`src/rtl/simplearm_lsu_pkg.sv`:
```
// simplearm_lsu_pkg: shared LSU size/state types and alignment check.
package simplearm_lsu_pkg;
  typedef enum logic [1:0] {
    SIZE_BYTE = 2'b00,
    SIZE_HALF = 2'b01,
    SIZE_WORD = 2'b10,
    SIZE_RSVD = 2'b11
  } lsu_size_t;
  typedef enum logic [2:0] {IDLE, ISSUE, WAIT, CAPTURE, RESP} lsu_state_t;
  // Reserved size is reported through the same error path as misalignment.
  function automatic logic misaligned(lsu_size_t size, logic [1:0] off);
    return (size == SIZE_RSVD) || (size == SIZE_HALF && off[0]) ||
           (size == SIZE_WORD && off != 2'b00);
  endfunction
endpackage

```
`src/rtl/lsu_lane_align.sv`:
```
// lsu_lane_align: store lane replication and byte enables, load shift and extension.
module lsu_lane_align
  import simplearm_lsu_pkg::*;
(
  input  lsu_size_t   size_i,
  input  logic [1:0]  off_i,
  input  logic        sign_i,
  input  logic [31:0] wdata_i,
  input  logic [31:0] rdata_i,
  output logic [3:0]  byte_en_o,
  output logic [31:0] wdata_o,
  output logic [31:0] rdata_o
);
  logic [31:0] sh;
  assign sh = rdata_i >> {off_i, 3'b000};
  always_comb begin
    byte_en_o = size_i == SIZE_BYTE ? 4'b0001 << off_i :
                size_i == SIZE_HALF ? 4'b0011 << {off_i[1], 1'b0} :
                size_i == SIZE_WORD ? 4'b1111 : 4'b0000;
    wdata_o   = size_i == SIZE_BYTE ? {4{wdata_i[7:0]}} :
                size_i == SIZE_HALF ? {2{wdata_i[15:0]}} : wdata_i;
    rdata_o   = size_i == SIZE_BYTE ? {{24{sign_i & sh[7]}}, sh[7:0]} :
                size_i == SIZE_HALF ? {{16{sign_i & sh[15]}}, sh[15:0]} : sh;
  end
endmodule

```
`src/rtl/lsu_mem_bridge.sv`:
```
// lsu_mem_bridge: LSU request to word-aligned data memory bridge.
// Optional WAIT timeout enabled by defining LSU_TIMEOUT_EN.
module lsu_mem_bridge
  import simplearm_lsu_pkg::*;
#(
  parameter int ADDR_W      = 32,
  parameter int TIMEOUT_CYC = 16
) (
  input  logic              clk,
  input  logic              rst_n,
  input  logic              req_valid,
  output logic              req_ready,
  input  logic              req_we,
  input  logic [1:0]        req_size,
  input  logic              req_signed,
  input  logic [ADDR_W-1:0] req_addr,
  input  logic [31:0]       req_wdata,
  output logic              resp_valid,
  output logic [31:0]       resp_rdata,
  output logic              resp_err,
  output logic [ADDR_W-1:0] mem_addr,
  output logic [31:0]       mem_wdata,
  output logic              mem_rd_en,
  output logic              mem_wr_en,
  output logic [3:0]        mem_byte_en,
  input  logic [31:0]       mem_rdata,
  input  logic              mem_ready
);
  lsu_state_t        state_q, state_d;
  lsu_size_t         size_q, size_d;
  logic [ADDR_W-1:0] addr_q, addr_d;
  logic [31:0]       wdata_q, wdata_d, rdata_q, rdata_d;
  logic              we_q, we_d, sgn_q, sgn_d, err_q, err_d;
  logic [3:0]        lane_be;
  logic [31:0]       lane_wdata, lane_rdata;
  logic              busy, bad_req;
`ifdef LSU_TIMEOUT_EN
  localparam int CNT_W = $clog2(TIMEOUT_CYC + 1);
  logic [CNT_W-1:0] cnt_q, cnt_d;
`else
  logic unused_timeout;
  assign unused_timeout = |TIMEOUT_CYC;
`endif

  lsu_lane_align u_align (
    .size_i   (size_q),
    .off_i    (addr_q[1:0]),
    .sign_i   (sgn_q),
    .wdata_i  (wdata_q),
    .rdata_i  (mem_rdata),
    .byte_en_o(lane_be),
    .wdata_o  (lane_wdata),
    .rdata_o  (lane_rdata)
  );

  assign bad_req = misaligned(lsu_size_t'(req_size), req_addr[1:0]);

  always_ff @(posedge clk or negedge rst_n) begin
    if (!rst_n) begin
      state_q <= IDLE;
      size_q  <= SIZE_BYTE;
      addr_q  <= '0;
      wdata_q <= '0;
      rdata_q <= '0;
      we_q    <= 1'b0;
      sgn_q   <= 1'b0;
      err_q   <= 1'b0;
`ifdef LSU_TIMEOUT_EN
      cnt_q   <= '0;
`endif
    end else begin
      state_q <= state_d;
      size_q  <= size_d;
      addr_q  <= addr_d;
      wdata_q <= wdata_d;
      rdata_q <= rdata_d;
      we_q    <= we_d;
      sgn_q   <= sgn_d;
      err_q   <= err_d;
`ifdef LSU_TIMEOUT_EN
      cnt_q   <= cnt_d;
`endif
    end
  end

  always_comb begin
    state_d = state_q;
    size_d  = size_q;
    addr_d  = addr_q;
    wdata_d = wdata_q;
    rdata_d = rdata_q;
    we_d    = we_q;
    sgn_d   = sgn_q;
    err_d   = err_q;
`ifdef LSU_TIMEOUT_EN
    cnt_d   = cnt_q;
`endif
    unique case (state_q)
      IDLE: if (req_valid) begin
        size_d  = lsu_size_t'(req_size);
        addr_d  = req_addr;
        wdata_d = req_wdata;
        we_d    = req_we;
        sgn_d   = req_signed;
        err_d   = bad_req;
        rdata_d = '0;
        state_d = bad_req ? RESP : ISSUE;
      end
      ISSUE: begin
        state_d = WAIT;
`ifdef LSU_TIMEOUT_EN
        cnt_d   = '0;
`endif
      end
      WAIT: if (mem_ready) state_d = we_q ? RESP : CAPTURE;
`ifdef LSU_TIMEOUT_EN
      else if (cnt_q == CNT_W'(TIMEOUT_CYC - 1)) begin
        state_d = RESP;
        err_d   = 1'b1;
      end else cnt_d = cnt_q + 1'b1;
`endif
      CAPTURE: begin
        rdata_d = lane_rdata;
        state_d = RESP;
      end
      RESP: state_d = IDLE;
      default: state_d = IDLE;
    endcase
  end

  // Memory-side outputs read zero while idle and hold steady for the whole access.
  assign busy        = state_q != IDLE;
  assign req_ready   = !busy;
  assign mem_addr    = busy ? {addr_q[ADDR_W-1:2], 2'b00} : '0;
  assign mem_wdata   = busy ? lane_wdata : '0;
  assign mem_byte_en = busy ? lane_be : 4'b0000;
  assign mem_rd_en   = state_q == ISSUE && !we_q;
  assign mem_wr_en   = state_q == ISSUE && we_q;
  assign resp_valid  = state_q == RESP;
  assign resp_err    = resp_valid && err_q;
  assign resp_rdata  = resp_valid && !err_q ? rdata_q : '0;
endmodule

```
`config.mk`:
```
export PLATFORM = sky130hd
export DESIGN_NAME = lsu_mem_bridge
export DESIGN_NICKNAME = d
export VERILOG_FILES = /design/src/rtl/simplearm_lsu_pkg.sv /design/src/rtl/lsu_lane_align.sv /design/src/rtl/lsu_mem_bridge.sv
export SDC_FILE = /design/constraint.sdc
export NUM_CORES = 1
export LEC_CHECK = 0
export ABC_AREA = 0
export CORE_UTILIZATION = 45
export DETAILED_ROUTE_END_ITERATION = 6
export PLACE_DENSITY_LB_ADDON = 0.15
export SYNTH_ARGS = -nofsm -noshare
export SYNTH_HDL_FRONTEND = slang
export SYNTH_SLANG_ARGS = --single-unit
```
`constraint.sdc`:
```
create_clock -name clk -period 2.4 [get_ports clk]
set_clock_uncertainty 0.05 [all_clocks]
set_input_delay 0.48 -clock clk [delete_from_list [all_inputs] [get_ports clk]]
set_output_delay 0.48 -clock clk [all_outputs]
set_load 0.1 [all_outputs]
```
==> flow_summary.yaml <==
global_route:
  globalRouteTotalUtil: 0.268
  grt_remaining_overflow: 0
  grt_max_degree: 105
  antenna_found_initial: 0
  grt_pass1_wl_mm: 27.1
  grt_pass1_vias: 5053
clock_tree:
  clkTransAtPathRegs_ns: 0.07
  clock_path_buffers: 2
  hold_buffers: 0
  cts.sinks: 104
  cts_inserted_buffers: 9
  root_buffer: "clkbuf_16"
  cts_tree: "yes"
  cts-htree-levels: 3
  insertion_delay_ns: 0.35
critical_path:
  critPathBufInv: 3
  start_kind: "flip-flop"
  critPathCaptureType: "output pin"
  worstPathCellList: "nor3_4 > buf_12 > buf_4 > nor2b_2 > buf_12"
  cp_top_family: "buffers and inverters"
  timing.rr.start: "state_q[1]"
  cp_max_fo: 8
  critPathLaunch: "state_q[1]"
  crit_slowest_cell: "dfrtp_1"
  path_class: "reg -> out"
  slowest_delay_ns: 0.46
  cp.required_ns: 1.87
  cpMostUsedCell: "buf_12"
  arrival_ns: 1.78
layout:
  drive_above_1_share: 0.471
  multi_input_area_sq_um: 3330
  syn_to_final_growth_pct: 71.5
  antenna_cells: 0
  final_util: 0.807
  seq_area_sq_um: 2610
  fill_cells: 735
  layout.nets: 824
outcome:
  status: "finished clean"
yosys:
  ys_ff_latch: 104
  synth_cell_type_count: 36
  synth_seq_area_share: 0.453
  ys_warn_count: 0
  postSynthAreaPerCell_sq_um: 11.0
  syn_inst: 523
  synth_area_sq_um: 5750
sta:
  setup_viol: 0
  worst_slew_pin_slew_ns: 0.766
  slew_headroom: 0.490
  hold_ws_ns: 0.0994
  slew_violations: 0
  rsz0062_at_grt: "no"
  hold_viol: 0
  fmax_mhz: 432
  period_share: 0.963
  min_period_ns: 2.31
die:
  dieArea_sq_um: 13200
  io_pins: 209
  core_sq_um: 12200
  rows: 40
  initial_core_util: 0.471
  die_h_microns: 115
  die_w_microns: 115
detailed_routing:
  vias: 4859
  viasPerCell: 5.45
  wl_mm: 16.9
  drc: 0
  avgRoutedWirePerCell_microns: 19.0
  ant_nets: 0
  dr.first_iter.drc_count: 288
  firstDrtPassIters: 4
placement:
  dp_hpwl_mm: 12.1
  port_buffers: 206
  gp_congestion: 0.822
worst_hold_path:
  holdCritPathClass: "in -> async"
job:
  maxCapViolations: 0
[stage by stage]
stage	worst slack [ns]	setup TNS [ns]	instance area, sq um	std cells
global route	0.00728	0	9860	892
finish	0.0878	0	9860	892
CTS	0.0252	0	9830	889
floorplan	-0.500	-12.02	6240	524
detailed placement	0.0960	0	9490	871
global placement	0.127	0	9490	871
[metal layers]
layer | wire length (microns) | track usage | up-vias
met1 | 6640 | 0.329 | 2404
met2 | 8660 | 0.458 | 202
met4 | 342 | 0.0996 | 0
li1 | - | - | 2233
met5 | 0 | 0 | -
met3 | 1270 | 0.0643 | 20
[kinds of logic (layout without fill, tap and decap cells)]
logic type             Yosys count  after routing  synth area share
other                            1              2          0.000652
and+or+nand+nor                170            170             0.162
muxes                          118            118             0.248
DFF                            104            104             0.453
AOI/OAI and AO/OA               72             72            0.0871
buffers and inverters           58            258            0.0496
[state kept, by name (all words and copies together) (netlist names)]
signal / flops
err_q: 1
we_q: 1
rdata_q: 32
addr_q: 32
sgn_q: 1
state_q: 3
size_q: 2
wdata_q: 32
[path summary, 6_finish.rpt]
kind / depth (start not counted) / endpoint / slack [ns]
worst max register to register: 4 / rdata_q[29] / 0.30
min in group clk: 1 / rdata_q[10] / 0.43
worst max-delay path: 5 / mem_wdata[7] / 0.09
worst min register to register: 1 / rdata_q[10] / 0.43
max in group asynchronous: 2 / state_q[0] / 1.68
worst min-delay path: 2 / addr_q[16] / 0.1
[cells in the final DEF (no fill, tap or decap), types with 2 or more instances in the layout]
| cell | n |
|---|---|
| nand2b_1 | 4 |
| nand2_1 | 37 |
| mux2i_1 | 33 |
| buf_12 | 108 |
| dfrtp_2 | 3 |
| nor2b_2 | 38 |
| inv_1 | 9 |
| a21oi_4 | 14 |
| buf_6 | 2 |
| o21ai_0 | 11 |
| dfrtp_1 | 101 |
| nand3_1 | 25 |
| clkinvlp_4 | 2 |
| o31ai_1 | 2 |
| clkbuf_16 | 9 |
| conb_1 | 2 |
| o221ai_1 | 17 |
| nand3b_1 | 10 |
| and2_4 | 32 |
| a21oi_1 | 5 |
| mux2_4 | 34 |
| nor2_4 | 4 |
| clkbuf_1 | 2 |
| a32o_1 | 8 |
| buf_4 | 19 |
| clkdlybuf4s50_1 | 102 |
| o211ai_1 | 8 |
| a21oi_2 | 4 |
| nor2_2 | 6 |
| mux2_2 | 50 |
[cell usage after synthesis (all sizes together)]
master / count / area share
o211ai: 8 / 0.010
nor3: 2 / 0.0017
a21oi: 23 / 0.020
a21o: 1 / 0.0013
nand2b: 4 / 0.0044
mux2i: 33 / 0.057
o41a: 1 / 0.0020
nand2: 37 / 0.024
o21ai: 11 / 0.0096
or2: 1 / 0.0011
clkbuf: 26 / 0.017
and3b: 1 / 0.0015
buf: 21 / 0.025
nor2: 11 / 0.0072
nand3: 26 / 0.023
conb: 1 / 0.00065
o31ai: 2 / 0.0026
nor3b: 1 / 0.0013
mux4: 1 / 0.0039
nor2b: 40 / 0.044
or4b: 1 / 0.0017
nand3b: 10 / 0.013
dfrtp: 104 / 0.45
o221ai: 17 / 0.026
nor4: 2 / 0.0022
a211oi: 1 / 0.0013
a32o: 8 / 0.014
and2: 33 / 0.036
inv: 11 / 0.0072
mux2: 84 / 0.19
nor4b: 1 / 0.0015
[area by class of cell]
| class | instances | share of cell area |
|---|---|---|
| flip-flops and latches | 104 | 0.264 |
| multi-input cells | 362 | 0.338 |
| repair buffers | 232 | 0.342 |
| clock inverters | 3 | 0.00432 |
| clock buffers | 12 | 0.0250 |
| inverters | 11 | 0.00457 |
| well taps | 168 | 0.0213 |
[timing repair]
item,in CTS,in global routing
gates resized for setup,8,3
gates cloned,0,0
setup endpoints to repair,92,39
pin swaps,2,1
setup buffers,3,3
Power is not shown: default switching activity piles up to over one toggle a cycle in this logic, so the estimate is an artifact.
